$ cat src/rtl/soc_mgmt_pkg.sv
// Shared types for the soc_mgmt clock frequency-change sequencer.
// Field widths match the default parameterisation (7 SYS_CLKs, 3 PLLs, 4-bit divisor).
package soc_mgmt_pkg;

    localparam int unsigned FREQ_SEQ_CNT_W  = 16;
    localparam int unsigned FREQ_CLK_IDX_W  = 3;
    localparam int unsigned FREQ_PLL_IDX_W  = 2;
    localparam int unsigned FREQ_DIV_W      = 4;

    typedef enum logic [3:0] {
        ST_IDLE     = 4'd0,
        ST_CHECK    = 4'd1,
        ST_PARK     = 4'd2,
        ST_PLL_RST  = 4'd3,
        ST_PLL_LOCK = 4'd4,
        ST_PLL_SEL  = 4'd5,
        ST_DIV      = 4'd6,
        ST_UNPARK   = 4'd7,
        ST_ERR      = 4'd8,
        ST_DONE     = 4'd9
    } freq_seq_state_e;

    typedef enum logic [1:0] {
        ERR_OK         = 2'd0,
        ERR_BAD_IDX    = 2'd1,
        ERR_PLL_SHARED = 2'd2,
        ERR_TIMEOUT    = 2'd3
    } freq_seq_err_e;

    typedef struct packed {
        logic [FREQ_CLK_IDX_W-1:0] clk_idx;
        logic [FREQ_PLL_IDX_W-1:0] pll_idx;
        logic                      reprog_pll;
        logic [9:0]                div_main;
        logic [5:0]                div_pre;
        logic [2:0]                div_scalar;
        logic [FREQ_DIV_W-1:0]     divisor;
    } freq_req_t;

endpackage

$ cat src/rtl/axe_tcl_seq_sync.sv
// Multi-stage flop synchroniser for a single asynchronous level signal.
module axe_tcl_seq_sync #(
    parameter int unsigned SyncStages = 2
) (
    input  logic i_clk,
    input  logic i_rst_n,
    input  logic i_d,
    output logic o_q
);

    logic [SyncStages-1:0] stage_q;

    always_ff @(posedge i_clk or negedge i_rst_n) begin
        if (!i_rst_n) begin
            stage_q <= '0;
        end else begin
            stage_q <= {stage_q[SyncStages-2:0], i_d};
        end
    end

    assign o_q = stage_q[SyncStages-1];

endmodule

$ cat src/rtl/soc_mgmt_clk_freq_seq_timer.sv
// Loadable 16-bit down-counter; saturates at zero and flags expiry while zero.
module soc_mgmt_clk_freq_seq_timer
    import soc_mgmt_pkg::*;
(
    input  logic                      i_clk,
    input  logic                      i_rst_n,
    input  logic                      i_load,
    input  logic [FREQ_SEQ_CNT_W-1:0] i_load_val,
    output logic                      o_expired
);

    logic [FREQ_SEQ_CNT_W-1:0] count_q;

    always_ff @(posedge i_clk or negedge i_rst_n) begin
        if (!i_rst_n) begin
            count_q <= '0;
        end else if (i_load) begin
            count_q <= i_load_val;
        end else if (count_q != '0) begin
            count_q <= count_q - 1'b1;
        end
    end

    assign o_expired = (count_q == '0);

endmodule

$ cat src/rtl/soc_mgmt_clk_freq_seq.sv
// Frequency-change sequencer: parks a SYS_CLK on REF_CLK, optionally re-locks its PLL,
// reselects the PLL and divisor, then unparks it. One request in flight at a time.
module soc_mgmt_clk_freq_seq
    import soc_mgmt_pkg::*;
#(
    parameter int NumPll          = 3,
    parameter int NumSysClk       = 7,
    parameter int DivW            = 4,
    parameter int ResetHoldCycles = 32,
    parameter int LockTimeout     = 16'hFFFF,
    parameter int MuxTimeout      = 1024,
    parameter int SettleCycles    = 16
) (
    input  logic                        i_clk,
    input  logic                        i_rst_n,
    input  logic                        i_req_valid,
    output logic                        o_req_ready,
    input  logic [$clog2(NumSysClk)-1:0] i_req_clk_idx,
    input  logic [$clog2(NumPll)-1:0]   i_req_pll_idx,
    input  logic                        i_req_reprog_pll,
    input  logic [9:0]                  i_req_div_main,
    input  logic [5:0]                  i_req_div_pre,
    input  logic [2:0]                  i_req_div_scalar,
    input  logic [DivW-1:0]             i_req_divisor,
    output logic                        o_done,
    output logic [1:0]                  o_error,
    output logic [NumPll-1:0]           o_pll_resetb,
    output logic [NumPll*10-1:0]        o_pll_div_main,
    output logic [NumPll*6-1:0]         o_pll_div_pre,
    output logic [NumPll*3-1:0]         o_pll_div_scalar,
    input  logic [NumPll-1:0]           i_pll_lock,
    output logic [NumSysClk-1:0]        o_pll_mux_select,
    output logic [NumSysClk-1:0]        o_div_mux_select,
    input  logic [NumSysClk-1:0]        i_div_mux_on_div,
    output logic [NumSysClk*DivW-1:0]   o_divisor,
    output logic [NumSysClk-1:0]        o_divisor_updated,
    output freq_seq_state_e             o_state
);

    localparam int unsigned PllIdxW = $clog2(NumPll);

    localparam logic [FREQ_SEQ_CNT_W-1:0] HoldLoad   = FREQ_SEQ_CNT_W'(ResetHoldCycles - 1);
    localparam logic [FREQ_SEQ_CNT_W-1:0] LockLoad   = FREQ_SEQ_CNT_W'(LockTimeout);
    localparam logic [FREQ_SEQ_CNT_W-1:0] MuxLoad    = FREQ_SEQ_CNT_W'(MuxTimeout);
    localparam logic [FREQ_SEQ_CNT_W-1:0] SettleLoad = FREQ_SEQ_CNT_W'(SettleCycles - 1);

    // Valid/ready: a request transfers on the cycle both are high; ready is only
    // asserted in IDLE once reset has been released, and nothing is queued.

    freq_seq_state_e state_q, state_d;
    freq_seq_err_e   err_q, err_d;
    freq_req_t       req_q;
    logic            ready_en_q;
    logic            accept;

    logic [NumPll-1:0]             resetb_q;
    logic [NumPll-1:0][9:0]        div_main_q;
    logic [NumPll-1:0][5:0]        div_pre_q;
    logic [NumPll-1:0][2:0]        div_scalar_q;
    logic [NumSysClk-1:0]          pll_sel_q;
    logic [NumSysClk-1:0]          div_sel_q;
    logic [NumSysClk-1:0]          updated_q;
    logic [NumSysClk-1:0][DivW-1:0] divisor_q;

    logic [NumPll-1:0]    lock_sync;
    logic [NumSysClk-1:0] clk_oh;
    logic [NumPll-1:0]    pll_oh;
    logic                 clk_ok, pll_ok, shared;
    logic                 div_sel_c, on_div_c, lock_p;
    logic                 entering;
    logic [FREQ_SEQ_CNT_W-1:0] cnt_load_val;
    logic                 cnt_expired;

    for (genvar k = 0; k < NumPll; k++) begin : g_lock_sync
        axe_tcl_seq_sync #(.SyncStages(2)) u_lock_sync (
            .i_clk  (i_clk),
            .i_rst_n(i_rst_n),
            .i_d    (i_pll_lock[k]),
            .o_q    (lock_sync[k])
        );
    end

    soc_mgmt_clk_freq_seq_timer u_timer (
        .i_clk     (i_clk),
        .i_rst_n   (i_rst_n),
        .i_load    (entering),
        .i_load_val(cnt_load_val),
        .o_expired (cnt_expired)
    );

    // Decode the latched request; out-of-range indices simply decode to all-zero one-hots.
    always_comb begin
        clk_ok = int'(req_q.clk_idx) < NumSysClk;
        pll_ok = int'(req_q.pll_idx) < NumPll;
        clk_oh = '0;
        pll_oh = '0;
        shared = 1'b0;
        for (int j = 0; j < NumSysClk; j++) begin
            clk_oh[j] = (int'(req_q.clk_idx) == j);
        end
        for (int k = 0; k < NumPll; k++) begin
            pll_oh[k] = (int'(req_q.pll_idx) == k);
        end
        for (int j = 0; j < NumSysClk; j++) begin
            if (!clk_oh[j] && div_sel_q[j] && (req_q.pll_idx == PllIdxW'(pll_sel_q[j]))) begin
                shared = 1'b1;
            end
        end
        div_sel_c = |(div_sel_q & clk_oh);
        on_div_c  = |(i_div_mux_on_div & clk_oh);
        lock_p    = |(lock_sync & pll_oh);
    end

    assign accept = i_req_valid && o_req_ready;

    always_comb begin
        state_d = state_q;
        err_d   = err_q;
        case (state_q)
            ST_IDLE: begin
                if (accept) begin
                    state_d = ST_CHECK;
                    err_d   = ERR_OK;
                end
            end
            ST_CHECK: begin
                if (!clk_ok || !pll_ok) begin
                    state_d = ST_DONE;
                    err_d   = ERR_BAD_IDX;
                end else if (req_q.reprog_pll && shared) begin
                    state_d = ST_DONE;
                    err_d   = ERR_PLL_SHARED;
                end else if (div_sel_c) begin
                    state_d = ST_PARK;
                end else begin
                    state_d = req_q.reprog_pll ? ST_PLL_RST : ST_PLL_SEL;
                end
            end
            ST_PARK: begin
                if (!on_div_c) begin
                    state_d = req_q.reprog_pll ? ST_PLL_RST : ST_PLL_SEL;
                end else if (cnt_expired) begin
                    state_d = ST_ERR;
                end
            end
            ST_PLL_RST: begin
                if (cnt_expired) state_d = ST_PLL_LOCK;
            end
            ST_PLL_LOCK: begin
                // Lock is checked first so it wins a tie with expiry.
                if (lock_p) begin
                    state_d = ST_PLL_SEL;
                end else if (cnt_expired) begin
                    state_d = ST_ERR;
                end
            end
            ST_PLL_SEL: begin
                if (cnt_expired) state_d = ST_DIV;
            end
            ST_DIV: begin
                if (cnt_expired) state_d = ST_UNPARK;
            end
            ST_UNPARK: begin
                if (on_div_c) begin
                    state_d = ST_DONE;
                end else if (cnt_expired) begin
                    state_d = ST_ERR;
                end
            end
            ST_ERR: begin
                state_d = ST_DONE;
                err_d   = ERR_TIMEOUT;
            end
            ST_DONE: begin
                state_d = ST_IDLE;
            end
            default: begin
                state_d = ST_IDLE;
            end
        endcase
    end

    assign entering = (state_d != state_q);

    always_comb begin
        cnt_load_val = '0;
        case (state_d)
            ST_PARK, ST_UNPARK:   cnt_load_val = MuxLoad;
            ST_PLL_RST:           cnt_load_val = HoldLoad;
            ST_PLL_LOCK:          cnt_load_val = LockLoad;
            ST_PLL_SEL, ST_DIV:   cnt_load_val = SettleLoad;
            default:              cnt_load_val = '0;
        endcase
    end

    always_ff @(posedge i_clk or negedge i_rst_n) begin
        if (!i_rst_n) begin
            state_q      <= ST_IDLE;
            err_q        <= ERR_OK;
            ready_en_q   <= 1'b0;
            req_q        <= '0;
            resetb_q     <= '0;
            div_main_q   <= '0;
            div_pre_q    <= '0;
            div_scalar_q <= '0;
            pll_sel_q    <= '0;
            div_sel_q    <= '0;
            updated_q    <= '0;
            divisor_q    <= '0;
        end else begin
            state_q    <= state_d;
            err_q      <= err_d;
            ready_en_q <= 1'b1;
            updated_q  <= '0;
            if (accept) begin
                req_q.clk_idx    <= i_req_clk_idx;
                req_q.pll_idx    <= i_req_pll_idx;
                req_q.reprog_pll <= i_req_reprog_pll;
                req_q.div_main   <= i_req_div_main;
                req_q.div_pre    <= i_req_div_pre;
                req_q.div_scalar <= i_req_div_scalar;
                req_q.divisor    <= i_req_divisor;
            end
            // Output actions happen once, on entry to the state that owns them.
            if (entering) begin
                case (state_d)
                    ST_PARK: div_sel_q <= div_sel_q & ~clk_oh;
                    ST_PLL_RST: begin
                        resetb_q <= resetb_q & ~pll_oh;
                        for (int k = 0; k < NumPll; k++) begin
                            if (pll_oh[k]) begin
                                div_main_q[k]   <= req_q.div_main;
                                div_pre_q[k]    <= req_q.div_pre;
                                div_scalar_q[k] <= req_q.div_scalar;
                            end
                        end
                    end
                    ST_PLL_LOCK: resetb_q <= resetb_q | pll_oh;
                    ST_PLL_SEL: begin
                        for (int j = 0; j < NumSysClk; j++) begin
                            if (clk_oh[j]) pll_sel_q[j] <= req_q.pll_idx[0];
                        end
                    end
                    ST_DIV: begin
                        updated_q <= clk_oh;
                        for (int j = 0; j < NumSysClk; j++) begin
                            if (clk_oh[j]) divisor_q[j] <= req_q.divisor;
                        end
                    end
                    ST_UNPARK: div_sel_q <= div_sel_q | clk_oh;
                    ST_ERR: begin
                        div_sel_q <= div_sel_q & ~clk_oh;
                        if (req_q.reprog_pll) resetb_q <= resetb_q & ~pll_oh;
                    end
                    default: ;
                endcase
            end
        end
    end

    assign o_req_ready       = ready_en_q && (state_q == ST_IDLE);
    assign o_done            = (state_q == ST_DONE);
    assign o_error           = err_q;
    assign o_pll_resetb      = resetb_q;
    assign o_pll_div_main    = div_main_q;
    assign o_pll_div_pre     = div_pre_q;
    assign o_pll_div_scalar  = div_scalar_q;
    assign o_pll_mux_select  = pll_sel_q;
    assign o_div_mux_select  = div_sel_q;
    assign o_divisor         = divisor_q;
    assign o_divisor_updated = updated_q;
    assign o_state           = state_q;

endmodule

$ cat config.mk
export PLATFORM = sky130hd
export DESIGN_NAME = soc_mgmt_clk_freq_seq
export DESIGN_NICKNAME = d
export VERILOG_FILES = /design/src/rtl/soc_mgmt_pkg.sv /design/src/rtl/axe_tcl_seq_sync.sv /design/src/rtl/soc_mgmt_clk_freq_seq_timer.sv /design/src/rtl/soc_mgmt_clk_freq_seq.sv
export SDC_FILE = /design/constraint.sdc
export NUM_CORES = 1
export LEC_CHECK = 0
export BUFFER_PORTS_ARGS = -buffer_cell sky130_fd_sc_hd__buf_4
export CAP_MARGIN = 15
export CORE_MARGIN = 2
export CORE_UTILIZATION = 50
export CTS_BUF_LIST = sky130_fd_sc_hd__clkbuf_8
export CTS_CLUSTER_DIAMETER = 50
export DETAILED_ROUTE_END_ITERATION = 8
export PLACE_DENSITY = 0.8
export SYNTH_ARGS = -nofsm -noshare
export SYNTH_HDL_FRONTEND = slang
export SYNTH_SLANG_ARGS = --single-unit
$ cat constraint.sdc
create_clock -name i_clk -period 3.7 [get_ports i_clk]
set_clock_uncertainty 0.1 [all_clocks]
set_input_delay 0 -clock i_clk [delete_from_list [all_inputs] [get_ports i_clk]]
set_output_delay 0 -clock i_clk [all_outputs]
set_load 0.005 [all_outputs]
==> results of run 1 <==
==> area by class of cell <==
cell class	count	area [µm²]
multi-input cells	372	3270
clock buffers	18	248
fillers	1070	5140
flip-flops and latches	167	4180
inverters	12	45.0
clock inverters	13	134
well taps	188	235
repair buffers	228	1840
==> cell usage after synthesis, types with 7 or more instances <==
library cell / n
o21ai_0: 22
xnor2_1: 18
a21oi_1: 12
nor3_1: 14
nor4_1: 8
inv_1: 10
mux2_2: 93
buf_6: 7
nor3_2: 8
nand3_1: 19
nand2_1: 23
clkbuf_1: 9
mux2_4: 30
nand3b_1: 8
nor2_1: 16
dfrtp_1: 167
a31oi_1: 8
==> worst max-delay path, delay by kind of cell, from the launching register on <==
| kind | cells | cell delay, ns |
|---|---|---|
| buffers and inverters | 3 | 0.56 |
| adder cells (fa/ha/maj) | 1 | 0.20 |
| AND/OR/NAND/NOR | 3 | 0.71 |
| AO/OA/AOI/OAI | 5 | 1.10 |
| flip-flops | 1 | 0.43 |
| multiplexers | 1 | 0.36 |
==> cell families after synthesis <==
group,share of synthesized area [%]
AO/OA/AOI/OAI,7.33
XOR/XNOR,2.51
adder cells (fa/ha/maj),0.326
buffers and inverters,3.58
flip-flops,54.5
multiplexers,20.5
other,0.0489
AND/OR/NAND/NOR,11.2
==> timing repair <==
item,in CTS,in global routing
cloned,0,0
gates resized for setup,2,14
pin swaps,0,3
hold buffers,33,0
setup buffers,0,1
endpoints found under the hold margin,139,0
setup endpoints to repair,3,87
==> worst paths after layout <==
kind                                                  startpoint                               endpoint  slack (ns)  cells past startpoint
max                                           u_timer.count_q[0]                    o_pll_div_scalar[6]        0.10                     13
min                                                  i_req_valid                             o_error[0]        0.08                      5
max reg2reg                                   u_timer.count_q[0]                    o_pll_div_scalar[6]        0.10                     13
min reg2reg                g_lock_sync[2].u_lock_sync.stage_q[0]  g_lock_sync[2].u_lock_sync.stage_q[1]        0.26                      0
max in group asynchronous                                i_rst_n                     o_pll_div_main[27]        2.33                      3
min in group asynchronous                                i_rst_n                              req_q[27]        0.11                      2
==> per-stage QoR <==
step           cells  hold WS, ns  total power (W)  setup slack (ns)  TNS, ns
2_1_floorplan    580       -0.396          0.00489             0.358        0
3_3_place_gp     933       0.0105          0.00608           -0.0429  -0.0429
3_5_place_dp     933       0.0126          0.00621           -0.0453  -0.0453
4_1_cts          997       0.0312          0.00753            0.0440        0
5_1_grt          998       0.0691          0.00810           -0.0594    -1.81
6_report         998       0.0788          0.00762             0.103        0
==> cells in the final DEF, fill, tap and decap left out, types with 3 or more instances in the layout <==
master,netlist,final
xor2_1,4,4
or3_1,3,3
or4_1,5,5
xnor2_1,18,18
clkinv_4,0,3
nor4_1,8,8
buf_12,3,3
nand3b_1,8,8
mux2_2,93,93
nor4_4,3,4
and2_1,3,3
dfrtp_1,167,163
nor3_2,8,8
nand2_1,23,22
buf_4,3,191
nor3_1,14,14
nand3_1,19,19
mux2_4,30,30
inv_6,0,4
a21oi_1,12,11
dfrtp_2,0,4
mux2i_1,6,6
inv_1,10,10
o32a_1,3,3
dlygate4sd3_1,0,33
o21ai_0,22,22
clkbuf_8,0,18
o21ai_1,4,3
nor2b_1,4,4
a31oi_1,8,7
a21o_1,4,4
nor2_1,16,16
nand2b_1,4,4
==> registers in the layout (all words and copies together), names as in the netlist, named ones only <==
name                             count
u_timer.count_q                     16
o_divisor                           28
o_error                              2
ready_en_q                           1
g_lock_sync.u_lock_sync.stage_q      6
o_divisor_updated                    7
o_state                              4
o_pll_mux_select                     7
o_pll_div_pre                       18
o_pll_div_main                      30
o_pll_div_scalar                     9
req_q                               29
==> power by group through the flow <==
stage	clock network (W)	logic [W]	registers [W]
final	0.00127	0.00331	0.00304
after global routing	0.00138	0.00360	0.00312
after CTS	0.00130	0.00322	0.00301
after detailed placement	0	0.00317	0.00304
after global placement	0	0.00307	0.00300
after floorplan	0	0.00206	0.00284
==> routing by layer <==
layer	GRT usage, %	wire (µm)	vias to the layer above
met2	38.4	9320	206
met1	30.5	7870	2783
met5	0	0	-
li1	-	-	2551
met3	6.51	1270	33
met4	8.53	422	0
==> metrics.cfg, run 1 <==
[power_and_ir_drop]
clockPowerShare_pct=16.7
p_sw_share_pct=39.3
share_comb_of_total_power_pct=43.5
power_switching_w=0.00299
p_int_w=0.00463
p_leak_nw=4.89
power_frac_seq_pct=39.8
ir_worst_vdd_v=0.000421
powerDensity_mw_per_mm2=766

[global_route]
grt_remaining_overflow=0
grt_pass1_vias=5780
gr-usage-all-layers_pct=23.6
antenna_found_initial=0
grt_max_degree=110
grt_pass1_wl_um=30000

[synthesis]
synthTopCellsByArea=dfrtp_1 55%, mux2_2 14%, mux2_4 5.9%, xnor2_1 2.1%, o21ai_0 1.4%
netlist_instances=580
netlist.area_leader.share_pct=54.5
async_flop_share_pct=100
synth-edff-count=0
syn_nets=624
ys_warn_count=0
synth-seq-cells=167
syn_area_mm2=0.00766
synth_area_leader_cell=dfrtp_1
ys_types=69
seq_area_frac_synth_pct=54.5
syn_area_per_cell_um2=13.2
synth_flop_cell=dfrtp_1

[floorplanning]
die-area_mm2=0.0163
rows=45
initial_utilization_pct=50.8
die_width_um=128
io_pins=159
core-area_mm2=0.0151
die_height_um=128

[cells_and_area]
fin_nets=842
utilization_pct=65.9
fin_area_mm2=0.00995
diodes=0
drive_above_1_share_pct=48.0
area_growth_pct=29.8

[detailed_routing]
drc=0
vias=5573
totalWireLength_um=18900
dr.pass1.iters=5
ant_nets=0
drt_iter0_markers=251
routed_via_density=5.58
post_drt_wl_per_cell_um=18.9

[sta]
fin_crit_ns=3.60
relSlewSlack_pct=34.8
setup_violations=0
final_max_slew_viol_count=0
tightest_slew_ns=0.978
finalCritPeriodShare_pct=97.2
fmax_ghz=0.278
hold_viol=0

[cts]
clock_sinks=167
cts_root_buf=clkbuf_8
cts.htree.levels=4
path_clk_slew_ns=0.09
insertion_delay_ns=0.45
numCtsBuffers=17
cts_tree=built
cts_max_path_buffers=2

[place]
placed_area_mm2=0.00917
hpwl_um=13500
port_buffers=158
place_congestion=0.930

[critical_path]
slowest_delay_ns=0.46
crit_chain=inv_1 -> ha_1 -> nor4b_4 -> nand4_2 -> buf_4 -> o21ai_0 -> a21oi_1 -> o21ai_1 -> o311ai_2 -> a2111oi_4 -> or4_1 -> buf_12 -> mux2_2
end_kind=register
slowest_stage=a2111oi_4
path_class=register to register
cp.required_ns=3.93
worst_setup_path_start_kind=register
cp.arrival_ns=3.83
cp_max_fo=19

[worst_hold_path]
hp-class=input port to register

[run_status]
status=finished clean

[run]
maxCapViolations=0

Note: power is estimated with default switching activity, not from simulation.
==> run 2, diff against run 1 <==
--- a/config.mk
+++ b/config.mk
@@ -13,6 +13,7 @@
 export CTS_CLUSTER_DIAMETER = 50
 export DETAILED_ROUTE_END_ITERATION = 8
 export PLACE_DENSITY = 0.8
+export REMOVE_ABC_BUFFERS = 1
 export SYNTH_ARGS = -nofsm -noshare
 export SYNTH_HDL_FRONTEND = slang
 export SYNTH_SLANG_ARGS = --single-unit
==> run 2 against run 1 <==
Against the previous run:
- sequential power about the same
- register-to-register slack improved by 0.05 ns
- die area stayed put
- wire length is 2.2% higher
- via count up 0.27%
- count of clock-buffer cells in the layout did not move
- largest power group unchanged
==> metrics.cfg, run 2 (synthesized netlist as in run 1, its figures left out) <==
[run_status]
status=finished clean

[detailed_routing]
drt_iter0_markers=455  ; +81%
routed_via_density=5.62  ; +0.57%
totalWireLength_um=19300  ; +2.2%
ant_nets=0  ; unchanged
post_drt_wl_per_cell_um=19.4  ; +2.5%
dr.pass1.iters=5  ; unchanged
drc=0  ; unchanged
vias=5588  ; +0.27%

[worst_hold_path]
hold_path.startpoint=i_pll_lock[2]
hold_end=g_lock_sync[2].u_lock_sync.stage_q[0]
hp-class=input port to register
min_path_cells=2  ; -3

[global_route]
grt_max_degree=127  ; +15%
grt_remaining_overflow=0  ; unchanged
gr-usage-all-layers_pct=24.1  ; +0.53 points
grt_pass1_wl_um=30700  ; +2.5%
antenna_found_initial=0  ; unchanged
grt_pass1_vias=5802  ; +0.38%

[cells_and_area]
area_growth_pct=30.4
mostFrequentLayoutCells=183 x buf_4, 163 x dfrtp_1, 93 x mux2_2, 35 x dlygate4sd3_1, 30 x mux2_4
diodes=0  ; unchanged
final_common_cell=buf_4
fillers=1086  ; +1.5%
fin_nets=838  ; -0.48%
fin_area_mm2=0.00999  ; +0.43%
largest_reg_flops=30  ; unchanged
drive_above_1_share_pct=47.3  ; -0.69 points

[floorplanning]
core-area_mm2=0.0151  ; unchanged
die_width_um=128  ; unchanged
io_pins=159  ; unchanged
die_height_um=128  ; unchanged
rows=45  ; unchanged
initial_utilization_pct=50.8  ; unchanged
die-area_mm2=0.0163  ; unchanged

[run]
maxCapViolations=0  ; unchanged

[place]
place_ws_ns=-0.0496  ; -0.00427 ns
placed_area_mm2=0.00910  ; -0.74%
hpwl_um=13200  ; -2.0%
place_congestion=0.935  ; +0.48%
port_buffers=158  ; unchanged

[critical_path]
cp_num_cells=13  ; unchanged
cpMostUsedCell=buf_4
cp.required_ns=3.94  ; about the same
cp_max_fo=19  ; unchanged
worst_setup_path_start_kind=register
crit_family=compound AO/OA/AOI/OAI gates
reg2reg_from=u_timer.count_q[10]
slowest_delay_ns=0.47  ; about the same
slowest_stage=dfrtp_1
path_class=register to register
reg2reg_depth=13  ; unchanged
critPathBufInv=4  ; +1
cp.arrival_ns=3.78  ; -0.05 ns
end_kind=register
regToRegSetupSlack_ns=0.15  ; +0.05 ns
crit_chain=nor4_4 -> buf_4 -> nand4_2 -> buf_4 -> o21ai_0 -> a21oi_1 -> o21ai_1 -> o311ai_2 -> buf_4 -> a2111oi_4 -> or4_4 -> buf_12 -> mux2_2
timing.rr.end=o_pll_div_pre[11]

[cts]
cts_root_buf=clkbuf_8
cts_tree=built
cts_max_path_buffers=2  ; unchanged
numCtsBuffers=17  ; unchanged
cts.htree.levels=4  ; unchanged
path_clk_slew_ns=0.08  ; about the same
clock_sinks=167  ; unchanged
insertion_delay_ns=0.45  ; about the same

[sta]
fin_setup_tns_ns=0  ; unchanged
tightest_slew_ns=0.534  ; -0.444 ns
finalCritPeriodShare_pct=95.8  ; -1.4 points
rsz0062_at_grt=false
fin_crit_ns=3.55  ; -0.0508 ns
setup_violations=0  ; unchanged
hold_viol=0  ; unchanged
final_max_slew_viol_count=0  ; unchanged
worst_slack_ns=0.154  ; +0.0508 ns
relSlewSlack_pct=64.0  ; +29 points
fmax_ghz=0.282  ; +1.4%

[power_and_ir_drop]
power_frac_seq_pct=39.8  ; about the same
p_int_w=0.00468  ; +1.0%
share_comb_of_total_power_pct=43.1  ; -0.4 points
powerDensity_mw_per_mm2=765  ; about the same
ir_worst_vdd_v=0.000410  ; -2.5%
clockPowerShare_pct=17.1  ; +0.4 points
fin_total_pwr_w=0.00765  ; +0.38%
power_switching_w=0.00297  ; -0.64%
p_leak_nw=4.89  ; about the same
p_sw_share_pct=38.9  ; -0.40 points

run 2: cell types whose count changed in the layout (fill, tap and decap cells not counted), sizes merged:
cell	delta
buf	-6
dlygate4sd3	+2
bufinv	+1
clkinv	+1
clkinvlp	-1
run 2: how the worst max path moves through the flow:
stage                             start            endpoint  slack [ns]
floorplan                    o_state[2]  o_pll_div_main[19]       -0.49
CTS                           req_q[26]  o_pll_div_main[11]        0.03
global route        u_timer.count_q[10]    o_pll_div_pre[7]       0.008
detailed placement            req_q[28]   o_pll_div_pre[11]       -0.05
global placement              req_q[28]   o_pll_div_main[2]         0.1
finish              u_timer.count_q[10]   o_pll_div_pre[11]        0.15
run 2: timing repair:
item / 4_1_cts / 5_1_grt
setup buffers: 0 / 3
hold endpoints to repair: 157 / 40
hold buffers: 34 / 1
endpoints found under the setup margin: 53 / 108
gates resized for setup: 2 / 16
pin swaps: 0 / 4
run 2: area by class of cell:
cell class	count	area, µm²	area share, %
Clock buffer	18	248	2.48
Timing Repair Buffer	224	1840	18.4
Sequential cell	167	4180	41.9
Clock inverter	14	151	1.51
Tap cell	188	235	2.35
Inverter	12	45.0	0.451
Multi-Input combinational cell	372	3290	32.9
run 2: metrics by stage:
step	hold WS [ns]	instances	util, %
floorplan	-0.396	551	-
global placement	0.0111	924	60.3
detailed placement	0.0122	924	60.3
CTS	0.0868	990	65.3
global route	0.0800	995	66.2
finish	0.116	995	66.2
run 2: power groups by stage:
stage	clock network, W	logic (W)	registers, W
final	0.00131	0.00329	0.00304
after global routing	0.00142	0.00359	0.00312
after CTS	0.00134	0.00316	0.00301
after detailed placement	0	0.00311	0.00303
after global placement	0	0.00302	0.00299
after floorplan	0	0.00181	0.00293
run 2: metal layers:
layer	vias up	global-route usage, %	wire length [µm]	part of all wire, %
li1	2536	-	-	-
met1	2805	30.8	7920	41
met2	214	39.9	9600	50
met3	33	6.93	1440	7.5
met4	0	8.02	334	1.7
met5	-	0	0	0
==> run 3, diff against run 2 <==
==> constraint.sdc (replaced) <==
create_clock -name i_clk -period 3.8 [get_ports i_clk]
set_clock_uncertainty 0.1 [all_clocks]
set_input_delay 0 -clock i_clk [delete_from_list [all_inputs] [get_ports i_clk]]
set_output_delay 0 -clock i_clk [all_outputs]
set_load 0.005 [all_outputs]
==> run 3 against run 2 <==
Against the previous run:
- combinational power is 6.4% lower
- global-route usage is 0.24 points higher
- design area is 1.1% lower
- via count is 0.82% higher
- first-iteration DRC count is 19% lower
- critical path depth is 1 higher
- non-clock buffer count is 9 lower
- wire length is 0.80% higher
- count of clock-buffer cells in the layout is 1 lower
==> metrics.cfg, run 3 (synthesized netlist as in run 1, its figures left out) <==
[detailed_routing]
drc=0  ; unchanged
drt_iter0_markers=369  ; -19%
routed_via_density=5.71  ; +1.7%
totalWireLength_um=19500  ; +0.80%
vias=5634  ; +0.82%
dr.pass1.iters=5  ; unchanged
ant_nets=0  ; unchanged
post_drt_wl_per_cell_um=19.7  ; +1.7%

[run]
maxCapViolations=0  ; unchanged

[cells_and_area]
fin_area_mm2=0.00988  ; -1.1%
diodes=0  ; unchanged
final_common_cell=buf_4
drive_above_1_share_pct=46.2  ; -1.1 points
fin_nets=829  ; -1.1%
area_growth_pct=28.9
mostFrequentLayoutCells=176 x buf_4, 164 x dfrtp_1, 93 x mux2_2, 34 x dlygate4sd3_1, 30 x mux2_4
largest_reg_flops=30  ; unchanged
fillers=1071  ; -1.4%

[critical_path]
worst_setup_path_start_kind=register
end_kind=register
reg2reg_depth=14  ; +1
slowest_stage=or4_1
cp.required_ns=4.04  ; +0.10 ns
crit_family=simple AND/OR/NAND/NOR gates
path_class=register to register
slowest_delay_ns=0.54  ; +0.07 ns
crit_chain=inv_1 -> ha_1 -> nor4b_1 -> nand4_2 -> buf_4 -> o22a_1 -> o21ai_1 -> nand3b_1 -> and3b_1 -> inv_2 -> nand2_2 -> or4_1 -> buf_12 -> mux2_4
cp.arrival_ns=3.86  ; +0.08 ns
cp_max_fo=19  ; unchanged
critPathBufInv=4  ; unchanged
cp_num_cells=14  ; +1

[floorplanning]
core-area_mm2=0.0151  ; unchanged
die_width_um=128  ; unchanged
io_pins=159  ; unchanged
die-area_mm2=0.0163  ; unchanged
die_height_um=128  ; unchanged
initial_utilization_pct=50.8  ; unchanged
rows=45  ; unchanged

[sta]
worst_slack_ns=0.179  ; +0.0246 ns
setup_violations=0  ; unchanged
final_max_slew_viol_count=0  ; unchanged
fmax_ghz=0.276  ; -2.1%
hold_viol=0  ; unchanged
finalCritPeriodShare_pct=95.3  ; -0.54 points
tightest_slew_ns=1.03  ; +0.499 ns
relSlewSlack_pct=31.1  ; -33 points
fin_crit_ns=3.62  ; +0.0754 ns

[global_route]
grt_remaining_overflow=0  ; unchanged
grt_max_degree=118  ; -7.1%
grt_pass1_wl_um=31100  ; +1.2%
grt_pass1_vias=5833  ; +0.53%
antenna_found_initial=0  ; unchanged
gr-usage-all-layers_pct=24.4  ; +0.24 points

[cts]
insertion_delay_ns=0.46  ; about the same
path_clk_slew_ns=0.09  ; about the same
cts_root_buf=clkbuf_8
cts.htree.levels=4  ; unchanged
clock_sinks=167  ; unchanged
numCtsBuffers=17  ; unchanged
cts_max_path_buffers=2  ; unchanged
cts_tree=built

[run_status]
status=finished clean

[power_and_ir_drop]
fin_total_pwr_w=0.00738  ; -3.5%
p_leak_nw=4.83  ; -1.3%
powerDensity_mw_per_mm2=747  ; -2.3%
ir_worst_vdd_v=0.000440  ; +7.2%

[place]
placed_area_mm2=0.00903  ; -0.74%
place_ws_ns=0.0121  ; +0.0616 ns
place_congestion=0.891  ; -4.6%
hpwl_um=12500  ; -5.0%
port_buffers=158  ; unchanged

[worst_hold_path]
min_path_cells=2  ; unchanged
hp-class=input port to register

==> run 3: layout make-up <==
type	count	area (µm²)	share of cell area (%)
timing repair buffer	215	1750	17.7
inverter	12	45.0	0.456
clock inverter	15	166	1.68
multi-input combinational	372	3260	33.0
clock buffer	17	234	2.37
tap	188	235	2.38
sequential	167	4180	42.3
==> run 3: stage by stage <==
| stage | setup TNS (ns) | instances | utilization (%) | hold WS (ns) |
|---|---|---|---|---|
| final | 0 | 986 | 65.5 | 0.108 |
| after global placement | 0 | 915 | 59.9 | 0.0117 |
| after global routing | -0.0593 | 986 | 65.5 | 0.0894 |
| after detailed placement | 0 | 915 | 59.9 | 0.0118 |
| after floorplan | -20.82 | 551 | - | -0.396 |
| after CTS | -0.00618 | 981 | 64.8 | 0.0855 |
==> run 3: repair_timing <==
| item | in CTS | in global routing |
|---|---|---|
| pin swaps | 0 | 2 |
| setup buffers | 0 | 5 |
| hold endpoints to repair | 148 | 0 |
| gates resized for setup | 0 | 13 |
| setup endpoints to repair | 1 | 98 |
| hold buffers | 34 | 0 |
==> run 3: metal layers <==
metal | GRT usage, % | vias to the layer above | part of all wire, % | routed length, µm
li1 | - | 2515 | - | -
met1 | 31.7 | 2888 | 42 | 8200
met2 | 40.8 | 209 | 51 | 9850
met3 | 6.72 | 22 | 6.4 | 1240
met4 | 6.08 | 0 | 0.84 | 163
met5 | 0 | - | 0 | 0
==> run 3: path summary, 6_finish.rpt <==
kind / from / to / slack (ns)
max: u_timer.count_q[0] / o_pll_div_pre[1] / 0.18
min: i_pll_lock[0] / g_lock_sync[0].u_lock_sync.stage_q[0] / 0.11
max reg2reg: u_timer.count_q[0] / o_pll_div_pre[1] / 0.18
min reg2reg: g_lock_sync[1].u_lock_sync.stage_q[0] / g_lock_sync[1].u_lock_sync.stage_q[1] / 0.25
max in group asynchronous: i_rst_n / u_timer.count_q[7] / 2.43
min in group asynchronous: i_rst_n / o_divisor[26] / 0.17
==> run 3: worst register-to-register path, cell delays in order (launching register included) <==
cell and delay, ns:
dfrtp_1 0.44, inv_1 0.12, ha_1 0.18, nor4b_1 0.34, nand4_2 0.11, buf_4 0.20
o22a_1 0.16, o21ai_1 0.08, nand3b_1 0.18, and3b_1 0.29, inv_2 0.14, nand2_2 0.11
or4_1 0.54, buf_12 0.19, mux2_4 0.33
==> run 3: power breakdown <==
group,total (W),internal (W),switching (W)
clock,0.00133,0.000604,0.000724
sequential,0.00298,0.00233,0.000645
combinational,0.00308,0.00152,0.00156
